$ cat config.mk
export PLATFORM = sky130hd
export DESIGN_NAME = control_unit_mc_flat
export DESIGN_NICKNAME = d
export VERILOG_FILES = /design/src/rtl/cpu_isa_pkg.sv /design/src/rtl/control_unit_mc_if.sv /design/src/rtl/cu_wait_watchdog.sv /design/src/rtl/control_unit_mc.sv /design/src/flat_wrapper.sv
export SDC_FILE = /design/constraint.sdc
export NUM_CORES = 1
export LEC_CHECK = 0
export CAP_MARGIN = 30
export CORE_MARGIN = 5
export CORE_UTILIZATION = 50
export CTS_CLUSTER_DIAMETER = 150
export CTS_CLUSTER_SIZE = 12
export DETAILED_ROUTE_END_ITERATION = 16
export PLACE_DENSITY = 0.91
export REMOVE_ABC_BUFFERS = 1
export SLEW_MARGIN = 5
export SYNTH_ARGS = -nofsm -noshare
export SYNTH_HDL_FRONTEND = slang
export SYNTH_HIERARCHICAL = 1
export SYNTH_SLANG_ARGS = --single-unit
$ cat constraint.sdc
create_clock -name clk -period 4.7 [get_ports clk]
set_input_delay 0.705 -clock clk [delete_from_list [all_inputs] [get_ports clk]]
set_output_delay 0.705 -clock clk [all_outputs]
set_load 0.03 [all_outputs]
$ cat src/rtl/cpu_isa_pkg.sv
// cpu_isa_pkg: ISA opcodes, addressing modes and sequencer states.
// Word layout: opcode[15:11], field1[10:8], field2[7:5], addrm[1:0].
package cpu_isa_pkg;

    typedef enum logic [4:0] {
        OP_NOP = 5'd0,  OP_MOV = 5'd1,  OP_LDR = 5'd2,  OP_LDI = 5'd3,
        OP_STR = 5'd4,  OP_ADD = 5'd5,  OP_SUB = 5'd6,  OP_ADC = 5'd7,
        OP_INC = 5'd8,  OP_DEC = 5'd9,  OP_AND = 5'd10, OP_OR  = 5'd11,
        OP_XOR = 5'd12, OP_NOT = 5'd13, OP_JMP = 5'd14, OP_JZ  = 5'd15,
        OP_JNZ = 5'd16, OP_JC  = 5'd17, OP_JNC = 5'd18, OP_HLT = 5'd31
    } opcode_e;

    typedef enum logic [1:0] {
        AM_NONE = 2'd0, AM_IMM = 2'd1, AM_REG = 2'd2, AM_DIR = 2'd3
    } addrm_e;

    typedef enum logic [3:0] {
        S_FETCH_PC, S_FETCH_INST, S_DECODE, S_MEM_R, S_MEM_W,
        S_ALU, S_WB, S_JMP, S_NEXT, S_HALT
    } state_e;

    localparam int ADDRM_W = 2;

endpackage

$ cat src/rtl/control_unit_mc_if.sv
// control_unit_mc_if: sequencer-to-datapath/memory signal bundle.
interface control_unit_mc_if #(
    parameter int INSTR_W = 16,
    parameter int RSEL_W  = 3,
    parameter int CNT_W   = 16
);
    logic [INSTR_W-1:0] instr_i;
    logic               cflag_i, zflag_i, imem_ack_i, dmem_ack_i, resume_i;
    logic               pc_inc_o, pc_load_o, imar_we_o, imem_rd_o, ir_we_o;
    logic               dmar_we_o, dmem_rd_o, dmem_wr_o, alu_en_o, reg_rd_o, reg_wr_o;
    logic [RSEL_W-1:0]  reg_sel_in_o, reg_sel_out_o;
    logic               halted_o, timeout_o, illegal_o;
    logic [3:0]         state_o;
    logic [CNT_W-1:0]   retired_o;

    modport master (
        input  instr_i, cflag_i, zflag_i, imem_ack_i, dmem_ack_i, resume_i,
        output pc_inc_o, pc_load_o, imar_we_o, imem_rd_o, ir_we_o, dmar_we_o,
               dmem_rd_o, dmem_wr_o, alu_en_o, reg_rd_o, reg_wr_o,
               reg_sel_in_o, reg_sel_out_o, halted_o, timeout_o, illegal_o,
               state_o, retired_o
    );

    modport slave (
        output instr_i, cflag_i, zflag_i, imem_ack_i, dmem_ack_i, resume_i,
        input  pc_inc_o, pc_load_o, imar_we_o, imem_rd_o, ir_we_o, dmar_we_o,
               dmem_rd_o, dmem_wr_o, alu_en_o, reg_rd_o, reg_wr_o,
               reg_sel_in_o, reg_sel_out_o, halted_o, timeout_o, illegal_o,
               state_o, retired_o
    );
endinterface

$ cat src/rtl/cu_wait_watchdog.sv
// cu_wait_watchdog: counts unacknowledged wait cycles and flags a sticky bus timeout.
module cu_wait_watchdog #(
    parameter int WAIT_MAX = 15
) (
    input  logic clk,
    input  logic reset,
    input  logic waiting,
    input  logic ack,
    output logic expire,
    output logic timeout
);
    localparam int CW = $clog2(WAIT_MAX + 1);

    logic [CW-1:0] cnt;

    // cnt holds the number of earlier waiting cycles, so the WAIT_MAX-th one still accepts ack
    assign expire = waiting && !ack && cnt == CW'(WAIT_MAX - 1);

    always_ff @(posedge clk) begin
        if (!reset) begin
            cnt     <= '0;
            timeout <= 1'b0;
        end else begin
            cnt     <= (waiting && !ack && !expire) ? cnt + CW'(1) : '0;
            timeout <= timeout | expire;
        end
    end
endmodule

$ cat src/rtl/control_unit_mc.sv
// control_unit_mc: multi-cycle CPU sequencer with memory ack handshakes,
// bus-timeout watchdog, resumable halt and retired-instruction counter.
module control_unit_mc
    import cpu_isa_pkg::*;
#(
    parameter int INSTR_W  = 16,
    parameter int OPC_W    = 5,
    parameter int RSEL_W   = 3,
    parameter int WAIT_MAX = 15,
    parameter int CNT_W    = 16
) (
    input logic               clk,
    input logic               reset,
    control_unit_mc_if.master bus
);
    state_e            state;
    logic [OPC_W-1:0]  op;
    addrm_e            addrm;
    logic [RSEL_W-1:0] f1, f2;
    logic [CNT_W-1:0]  retired;
    logic              is_mov, mov_reg, mem_rd, is_alu, is_jmp, illegal, taken;
    logic              waiting, ack, expire;

    assign is_mov  = op == OP_MOV;
    assign mov_reg = is_mov && addrm == AM_REG;
    assign mem_rd  = op == OP_LDR || (is_mov && addrm == AM_DIR);
    assign is_alu  = op >= OP_ADD && op <= OP_NOT;
    assign is_jmp  = op >= OP_JMP && op <= OP_JNC;
    assign illegal = !(op <= OP_JNC || op == OP_HLT);
    assign taken   = op == OP_JMP || (op == OP_JZ && bus.zflag_i) || (op == OP_JNZ && !bus.zflag_i)
                  || (op == OP_JC && bus.cflag_i) || (op == OP_JNC && !bus.cflag_i);

    assign waiting = state == S_FETCH_INST || state == S_MEM_R || state == S_MEM_W;
    assign ack     = state == S_FETCH_INST ? bus.imem_ack_i : bus.dmem_ack_i;

    cu_wait_watchdog #(.WAIT_MAX(WAIT_MAX)) u_wd (
        .clk     (clk),
        .reset   (reset),
        .waiting (waiting),
        .ack     (ack),
        .expire  (expire),
        .timeout (bus.timeout_o)
    );

    always_ff @(posedge clk) begin
        if (!reset) begin
            state   <= S_FETCH_PC;
            op      <= '0;
            addrm   <= AM_NONE;
            f1      <= '0;
            f2      <= '0;
            retired <= '0;
        end else begin
            case (state)
                S_FETCH_PC: state <= S_FETCH_INST;
                S_FETCH_INST: begin
                    if (ack) begin
                        state <= S_DECODE;
                        op    <= bus.instr_i[INSTR_W-1 -: OPC_W];
                        f1    <= bus.instr_i[INSTR_W-OPC_W-1 -: RSEL_W];
                        f2    <= bus.instr_i[INSTR_W-OPC_W-RSEL_W-1 -: RSEL_W];
                        addrm <= addrm_e'(bus.instr_i[ADDRM_W-1:0]);
                    end else if (expire) begin
                        state <= S_HALT;
                    end
                end
                S_DECODE: state <= op == OP_HLT ? S_HALT :
                                   mem_rd ? S_MEM_R :
                                   op == OP_STR ? S_MEM_W :
                                   (is_mov || op == OP_LDI) ? S_WB :
                                   is_alu ? S_ALU :
                                   is_jmp ? S_JMP : S_NEXT;
                S_MEM_R: state <= ack ? S_WB : expire ? S_HALT : S_MEM_R;
                S_MEM_W: state <= ack ? S_NEXT : expire ? S_HALT : S_MEM_W;
                S_ALU: state <= S_WB;
                S_WB, S_JMP: state <= S_NEXT;
                S_NEXT: begin
                    retired <= retired + CNT_W'(1);
                    state   <= S_FETCH_PC;
                end
                S_HALT: state <= bus.resume_i ? S_NEXT : S_HALT;
                default: state <= S_FETCH_PC;
            endcase
        end
    end

    // Strobes are decoded from the registered state and the latched instruction fields
    assign bus.pc_inc_o      = state == S_FETCH_PC;
    assign bus.imar_we_o     = state == S_FETCH_PC;
    assign bus.imem_rd_o     = state == S_FETCH_INST;
    assign bus.ir_we_o       = state == S_FETCH_INST && bus.imem_ack_i;
    assign bus.dmar_we_o     = state == S_DECODE && (mem_rd || op == OP_STR);
    assign bus.illegal_o     = state == S_DECODE && illegal;
    assign bus.dmem_rd_o     = state == S_MEM_R;
    assign bus.dmem_wr_o     = state == S_MEM_W;
    assign bus.alu_en_o      = state == S_ALU;
    assign bus.reg_rd_o      = state == S_MEM_W || state == S_ALU || (state == S_WB && mov_reg);
    assign bus.reg_wr_o      = state == S_WB;
    assign bus.pc_load_o     = state == S_JMP && taken;
    assign bus.halted_o      = state == S_HALT;
    assign bus.reg_sel_in_o  = is_mov ? f2 : f1;
    assign bus.reg_sel_out_o = (mov_reg || op == OP_STR) ? f1 : '0;
    assign bus.state_o       = state;
    assign bus.retired_o     = retired;
endmodule

$ cat src/flat_wrapper.sv
// flat-port wrapper written by rule: the top's interface ports become plain ports
module control_unit_mc_flat import cpu_isa_pkg::*;
#(
    parameter int INSTR_W  = 16,
    parameter int OPC_W    = 5,
    parameter int RSEL_W   = 3,
    parameter int WAIT_MAX = 15,
    parameter int CNT_W    = 16
)
  (clk, reset, bus_instr_i, bus_cflag_i, bus_zflag_i, bus_imem_ack_i, bus_dmem_ack_i, bus_resume_i, bus_pc_inc_o, bus_pc_load_o, bus_imar_we_o, bus_imem_rd_o, bus_ir_we_o, bus_dmar_we_o, bus_dmem_rd_o, bus_dmem_wr_o, bus_alu_en_o, bus_reg_rd_o, bus_reg_wr_o, bus_reg_sel_in_o, bus_reg_sel_out_o, bus_halted_o, bus_timeout_o, bus_illegal_o, bus_state_o, bus_retired_o);
  control_unit_mc_if #(.INSTR_W(INSTR_W), .RSEL_W(RSEL_W), .CNT_W(CNT_W)) bus_i ();
  input logic clk;
  input logic reset;
  input wire logic [$bits(bus_i.instr_i)-1:0] bus_instr_i;
  input wire logic [$bits(bus_i.cflag_i)-1:0] bus_cflag_i;
  input wire logic [$bits(bus_i.zflag_i)-1:0] bus_zflag_i;
  input wire logic [$bits(bus_i.imem_ack_i)-1:0] bus_imem_ack_i;
  input wire logic [$bits(bus_i.dmem_ack_i)-1:0] bus_dmem_ack_i;
  input wire logic [$bits(bus_i.resume_i)-1:0] bus_resume_i;
  output wire logic [$bits(bus_i.pc_inc_o)-1:0] bus_pc_inc_o;
  output wire logic [$bits(bus_i.pc_load_o)-1:0] bus_pc_load_o;
  output wire logic [$bits(bus_i.imar_we_o)-1:0] bus_imar_we_o;
  output wire logic [$bits(bus_i.imem_rd_o)-1:0] bus_imem_rd_o;
  output wire logic [$bits(bus_i.ir_we_o)-1:0] bus_ir_we_o;
  output wire logic [$bits(bus_i.dmar_we_o)-1:0] bus_dmar_we_o;
  output wire logic [$bits(bus_i.dmem_rd_o)-1:0] bus_dmem_rd_o;
  output wire logic [$bits(bus_i.dmem_wr_o)-1:0] bus_dmem_wr_o;
  output wire logic [$bits(bus_i.alu_en_o)-1:0] bus_alu_en_o;
  output wire logic [$bits(bus_i.reg_rd_o)-1:0] bus_reg_rd_o;
  output wire logic [$bits(bus_i.reg_wr_o)-1:0] bus_reg_wr_o;
  output wire logic [$bits(bus_i.reg_sel_in_o)-1:0] bus_reg_sel_in_o;
  output wire logic [$bits(bus_i.reg_sel_out_o)-1:0] bus_reg_sel_out_o;
  output wire logic [$bits(bus_i.halted_o)-1:0] bus_halted_o;
  output wire logic [$bits(bus_i.timeout_o)-1:0] bus_timeout_o;
  output wire logic [$bits(bus_i.illegal_o)-1:0] bus_illegal_o;
  output wire logic [$bits(bus_i.state_o)-1:0] bus_state_o;
  output wire logic [$bits(bus_i.retired_o)-1:0] bus_retired_o;
  assign bus_i.instr_i = bus_instr_i;
  assign bus_i.cflag_i = bus_cflag_i;
  assign bus_i.zflag_i = bus_zflag_i;
  assign bus_i.imem_ack_i = bus_imem_ack_i;
  assign bus_i.dmem_ack_i = bus_dmem_ack_i;
  assign bus_i.resume_i = bus_resume_i;
  assign bus_pc_inc_o = bus_i.pc_inc_o;
  assign bus_pc_load_o = bus_i.pc_load_o;
  assign bus_imar_we_o = bus_i.imar_we_o;
  assign bus_imem_rd_o = bus_i.imem_rd_o;
  assign bus_ir_we_o = bus_i.ir_we_o;
  assign bus_dmar_we_o = bus_i.dmar_we_o;
  assign bus_dmem_rd_o = bus_i.dmem_rd_o;
  assign bus_dmem_wr_o = bus_i.dmem_wr_o;
  assign bus_alu_en_o = bus_i.alu_en_o;
  assign bus_reg_rd_o = bus_i.reg_rd_o;
  assign bus_reg_wr_o = bus_i.reg_wr_o;
  assign bus_reg_sel_in_o = bus_i.reg_sel_in_o;
  assign bus_reg_sel_out_o = bus_i.reg_sel_out_o;
  assign bus_halted_o = bus_i.halted_o;
  assign bus_timeout_o = bus_i.timeout_o;
  assign bus_illegal_o = bus_i.illegal_o;
  assign bus_state_o = bus_i.state_o;
  assign bus_retired_o = bus_i.retired_o;
  control_unit_mc #(.INSTR_W(INSTR_W), .OPC_W(OPC_W), .RSEL_W(RSEL_W), .WAIT_MAX(WAIT_MAX), .CNT_W(CNT_W)) u_core (.clk(clk), .reset(reset), .bus(bus_i));
endmodule
==> run_results.csv, run 1 <==
group,metric,value,unit
pwr,swShare,0.314,
pwr,ir_drop,0.226,mV
floorplanning,io_pins,63,
pwr,p_per_area,276,nW/µm²
timing,period_share,0.708,
placement,gp_congestion,0.904,
detailed_routing,first_pass_iters,4,
timing,finalHoldViolations,0,
run_status,outcome,"complete, no violations",
cells_and_area,fin_cells,363,
cells_and_area,utilization,0.684,
cells_and_area,diodes,0,
cells_and_area,fillers,334,
timing,maxSlewViolCount,0,
cts,cts_buffers,5,
critical_path,arrival,2620,ps
timing,setup_violations,0,
detailed_routing,num_vias,2094,
logic_synthesis,synth-edff-count,0,
detailed_routing,wirelength,5240,µm
detailed_routing,drc,0,
pwr,p_comb_frac,0.252,
flow_run,maxCapViolations,0,
critical_path,crit_fanout,17,
cells_and_area,multiInputGateArea,1220,µm²
pwr,power.switching,0.241,mW
logic_synthesis,synth_warnings,6,
cts,cts_tree,"yes",
cells_and_area,layout-drive-gt1-share,0.0575,
cts,cts_htree_levels,2,
placement,dpl_cell_area,2700,µm²
cts,post-cts-setup-buffers,0,
timing,hold_ws,452,ps
floorplanning,dieArea,5660,µm²
floorplanning,start_util,0.524,
detailed_routing,ant_nets,0,
cts,post_cts_resized,0,
critical_path,end_kind,"primary output",
cts,ctsLongestPathBuffers,2,
cells_and_area,final_cell_area,2780,µm²
timing,finClkSkew,5.11,ps
logic_synthesis,syn_inst,264,
global_route,grt_pass1_vias,1901,
global_route,grt_pass1_wl,8450,µm
placement,place_ws,1470,ps
critical_path,critPathLaunchType,"flop",
logic_synthesis,synth.ff_latch_count,38,
critical_path,slowest_delay,720,ps
logic_synthesis,async_flop_share,0,
detailed_routing,via_per_inst,5.77,
timing,finalSetupTns,0,ps
logic_synthesis,synth_cell_types,56,
global_route,grt_max_degree,29,
pwr,p_total,0.768,mW
critical_path,r2r_setup_slack,2210,ps
logic_synthesis,synth_ff_type,"dfxtp_1",
placement,dp_hpwl,3780,µm
pwr,pwr-share-seq,0.478,
timing,max_freq,300,MHz
timing,min_period,3330,ps
pwr,p_int,0.527,mW
cts,cts_root_buf,"clkbuf_8",
floorplanning,core_area,4060,µm²
cts,ctsHoldBuffers,0,
cts,path_clk_slew,70,ps
pwr,clockPowerShare,0.269,
cells_and_area,layout_common_cells,"59 x clkdlybuf4s50_1, 38 x dfxtp_1, 29 x a21oi_1, 28 x nand2_1, 17 x nor2_1",
cells_and_area,area_delta_synth_final,30.5,%
global_route,antenna_found_initial,0,
cells_and_area,layout.nets,339,
timing,slew_headroom,0.581,
logic_synthesis,syn_area,2130,µm²
detailed_routing,wl_per_cell,14.4,µm
placement,dp_cells,356,
pwr,p_leak,0.964,nW
critical_path,slowest_stage,"dfxtp_1",
floorplanning,die_w,75.2,µm
placement,portBuffers,59,
timing,rsz0062_at_grt,"false",
floorplanning,die_h,75.2,µm
logic_synthesis,avgSynthCellArea,8.06,µm²
detailed_routing,drt-initial-drc-count,161,
logic_synthesis,synth-seq-area-share,0.358,
global_route,track_usage,0.192,
timing,tightestPinTransition,624,ps
critical_path,path_class,"reg2out",
global_route,grt.overflow.total,0,
critical_path,required,3990,ps
critical_path,worstPathCellList,"nand2b_1, nor3_1, and4_1, clkdlybuf4s50_1",
floorplanning,fp-row-count,23,
cts,clk_latency,280,ps
cells_and_area,final_common_cell,"clkdlybuf4s50_1",
cts,cts_sinks,38,
hold_path,hp-class,"reg2reg",
timing,setup_ws,1370,ps
cells_and_area,seq_area,761,µm²
==> layout make-up <==
type                       count  share of cell area
multi-input combinational    194               0.440
sequential                    38               0.274
timing repair buffer          61               0.218
clock buffer                   7              0.0275
tap                           50              0.0225
inverter                      13              0.0176
==> state kept, by name, indices dropped and copies added (netlist names) <==
register / cells
u_core/u_wd/timeout: 1
u_core/f1: 3
u_core/u_wd/cnt: 4
u_core/op: 5
u_core/f2: 3
u_core/addrm: 2
u_core/bus.state_o: 4
u_core/bus.retired_o: 16
==> final timing paths <==
kind / startpoint / end / cells past startpoint
hold / removal: u_core/f2[0]$_SDFFE_PN0P_ / u_core/f2[0]$_SDFFE_PN0P_ / 2
setup / recovery: u_core/bus.state_o[1]$_SDFFE_PN0P_ / bus_illegal_o / 4
hold reg to reg: u_core/f2[0]$_SDFFE_PN0P_ / u_core/f2[0]$_SDFFE_PN0P_ / 2
setup reg to reg: u_core/bus.state_o[0]$_SDFFE_PN0P_ / u_core/bus.state_o[2]$_SDFFE_PN0P_ / 8
==> metal layers <==
layer	track usage	routed length (µm)	up-vias
met5	0	0	-
met4	0.0505	43	0
met3	0.0481	279	4
met2	0.335	2700	50
met1	0.235	2220	990
li1	-	-	1050
==> cell families after synthesis <==
group | synth area share
muxes | 0.0347
AOI/OAI and AO/OA | 0.188
DFF | 0.358
buffers and inverters | 0.0676
and+or+nand+nor | 0.302
xor gates and xnor gates | 0.0329
adders and majority gates | 0.0176
==> Yosys cell counts (3+ instances only) <==
cell / n / share of area
a21oi_1: 29 / 0.068
and2_1: 3 / 0.0088
and3_1: 5 / 0.015
clkbuf_1: 13 / 0.023
dfxtp_1: 38 / 0.36
ha_1: 3 / 0.018
inv_1: 12 / 0.021
mux2_2: 3 / 0.016
mux2i_1: 4 / 0.019
nand2_1: 28 / 0.049
nand2b_1: 5 / 0.015
nand3_1: 15 / 0.035
nand4_1: 6 / 0.018
nand4b_1: 3 / 0.012
nor2_1: 17 / 0.030
nor3_1: 5 / 0.012
nor4_1: 4 / 0.012
o21ai_0: 10 / 0.024
o31ai_1: 4 / 0.014
or3_1: 4 / 0.012
or4_1: 3 / 0.011
xor2_1: 6 / 0.025
==> power by group through the flow <==
stage | Combinational, mW | Sequential [mW] | Clock, mW
floorplan | 0.111 | 0.375 | 0
global placement | 0.189 | 0.372 | 0
detailed placement | 0.194 | 0.374 | 0
CTS | 0.195 | 0.367 | 0.210
global route | 0.210 | 0.371 | 0.223
finish | 0.194 | 0.367 | 0.207
==> worst max-delay path, delay by kind of cell (launching register included) <==
| family | cells | cell delay (ps) |
|---|---|---|
| buffers and inverters | 1 | 670 |
| AND/OR/NAND/NOR | 3 | 940 |
| flip-flops | 1 | 720 |
(Power assumes the default switching activity.)
==> run 2: changes to the inputs <==
Settings changed: CORE_UTILIZATION 50 to 47, PLACE_DENSITY 0.91 to 0.87.
Clock period 4.7 ns to 3.3 ns, I/O delays scaled along.
==> run 2 against run 1 <==
Combinational power rose by 43%; sequential power is 43% higher; cell area increased by 1.6%; register-to-register slack got worse by 1500 ps; power grew 52%; clock power grew 78%; clock skew decreased by 1.4 ps; core utilization decreased by 4.1 points; die area grew 5.5%; largest cell class unchanged; first-iteration DRC count is 48% higher.
==> run_results.csv, run 2 (synthesis gave the netlist of run 1 again) <==
group,metric,value,unit
global_route,grt_max_degree,29,
cells_and_area,fillers,363,
global_route,grt_pass1_vias,1993,
cells_and_area,final_common_cell,"clkdlybuf4s50_1",
detailed_routing,wl_per_cell,14.8,µm
critical_path,slowest_delay,690,ps
pwr,p_total,1.17,mW
pwr,p_int,0.817,mW
floorplanning,fp-row-count,24,
placement,place_ws,582,ps
floorplanning,io_pins,63,
flow_run,maxCapViolations,0,
critical_path,r2r_cells,9,
pwr,pwr-share-seq,0.447,
timing,finalSetupTns,0,ps
critical_path,arrival,2530,ps
critical_path,r2r-end,"u_core/bus.state_o[1]$_SDFFE_PN0P_",
critical_path,slowest_stage,"clkdlybuf4s50_1",
floorplanning,dieArea,5970,µm²
detailed_routing,wirelength,5430,µm
detailed_routing,drc,0,
timing,min_period,3020,ps
cts,post-cts-setup-buffers,0,
cts,cts_root_buf,"clkbuf_8",
cts,cts_tree,"yes",
timing,maxSlewViolCount,0,
critical_path,end_kind,"primary output",
critical_path,cp-endpoint,"bus_reg_sel_out_o[0]",
floorplanning,core_area,4380,µm²
detailed_routing,via_per_inst,5.69,
global_route,antenna_found_initial,0,
critical_path,path_class,"reg2out",
pwr,swShare,0.301,
floorplanning,die_h,77.3,µm
timing,rsz0062_at_grt,"false",
pwr,ir_drop,0.286,mV
hold_path,hp-class,"reg2reg",
cts,ctsHoldBuffers,0,
cells_and_area,layout-drive-gt1-share,0.0698,
pwr,power.switching,0.351,mW
cts,cts_sinks,38,
detailed_routing,first_pass_iters,4,
global_route,grt.overflow.total,0,
placement,dp_hpwl,3730,µm
critical_path,required,2800,ps
run_status,outcome,"complete, no violations",
hold_path,hold_start,"u_core/f2[2]$_SDFFE_PN0P_",
timing,finalHoldViolations,0,
timing,slew_headroom,0.561,
detailed_routing,drt-initial-drc-count,238,
global_route,track_usage,0.180,
cts,clk_latency,280,ps
placement,gp_congestion,0.872,
cts,cts_buffers,5,
cells_and_area,utilization,0.643,
critical_path,worstSetupStartpoint,"u_core/op[0]$_SDFFE_PN0P_",
pwr,p_per_area,414,nW/µm²
critical_path,r2r_setup_slack,730,ps
global_route,grt_pass1_wl,9170,µm
cells_and_area,diodes,0,
pwr,p_comb_frac,0.237,
detailed_routing,ant_nets,0,
cts,cts_htree_levels,2,
cells_and_area,layout_common_cells,"59 x clkdlybuf4s50_1, 38 x dfxtp_1, 29 x a21oi_1, 28 x nand2_1, 17 x nor2_1",
cts,path_clk_slew,70,ps
critical_path,r2r-start,"u_core/bus.state_o[0]$_SDFFE_PN0P_",
floorplanning,die_w,77.3,µm
timing,max_freq,331,MHz
cts,ctsLongestPathBuffers,2,
floorplanning,start_util,0.485,
detailed_routing,num_vias,2087,
critical_path,crit_fanout,16,
pwr,p_leak,0.989,nW
critical_path,worstPathCellList,"nor4bb_1, a21oi_1, nor4_1, and2_1, clkdlybuf4s50_1",
cells_and_area,layout.nets,340,
cells_and_area,largest_reg_flops,16,
timing,setup_violations,0,
timing,setup_ws,278,ps
pwr,clockPowerShare,0.316,
timing,tightestPinTransition,658,ps
cts,post_cts_resized,0,
critical_path,critPathLaunchType,"flop",
placement,portBuffers,59,
timing,finClkSkew,3.73,ps
timing,period_share,0.916,
cells_and_area,area_delta_synth_final,32.6,%
## run 2: cell types whose count changed in the layout (fill, tap and decap cells not counted), sizes merged
cell,previous run,this run
buf,2,3
clkbuf,7,8
## run 2: layout make-up
class / instances / area [µm²] / share of cell area
repair buffers: 62 / 613 / 0.217
flip-flops and latches: 38 / 761 / 0.270
inverters: 13 / 48.8 / 0.0173
multi-input cells: 194 / 1220 / 0.433
well taps: 52 / 65.1 / 0.0231
clock buffers: 8 / 110 / 0.0390
## run 2: worst max-delay path: cells and delay by family, from the launching register on
| family | cells | cell delay (ps) |
|---|---|---|
| compound gates | 1 | 60 |
| buf+inv | 1 | 690 |
| flops | 1 | 610 |
| simple gates | 3 | 890 |
## run 2: per-layer routing
| metal | GRT usage | part of all wire | up-vias |
|---|---|---|---|
| met5 | 0 | 0 | - |
| met4 | 0.0309 | 0.0018 | 0 |
| met3 | 0.0562 | 0.054 | 2 |
| met2 | 0.286 | 0.48 | 52 |
| met1 | 0.242 | 0.47 | 982 |
| li1 | - | - | 1051 |
## run 2: worst min-delay path by stage
stage | cells past startpoint | endpoint | slack [ps]
6_report | 2 | u_core/f2[2]$_SDFFE_PN0P_ | 460
5_1_grt | 2 | u_core/f1[0]$_SDFFE_PN0P_ | 500
4_1_cts | 2 | u_core/f2[2]$_SDFFE_PN0P_ | 460
3_5_place_dp | 2 | u_core/f2[2]$_SDFFE_PN0P_ | 450
3_3_place_gp | 2 | u_core/f2[2]$_SDFFE_PN0P_ | 440
2_1_floorplan | 1 | u_core/u_wd/cnt[0]$_SDFF_PN0_ | 430
## run 2: stage by stage
step	area, µm²	std cells	hold slack (ps)
global route	2820	367	497
CTS	2820	367	457
global placement	2710	359	442
detailed placement	2710	359	447
floorplan	2030	245	430
finish	2820	367	458
## run 2: power groups by stage
stage	combinational [mW]	clock (mW)	sequential (mW)
after CTS	0.277	0.377	0.522
after floorplan	0.159	0	0.534
after detailed placement	0.275	0	0.533
after global routing	0.299	0.397	0.529
final	0.277	0.369	0.523
after global placement	0.270	0	0.531
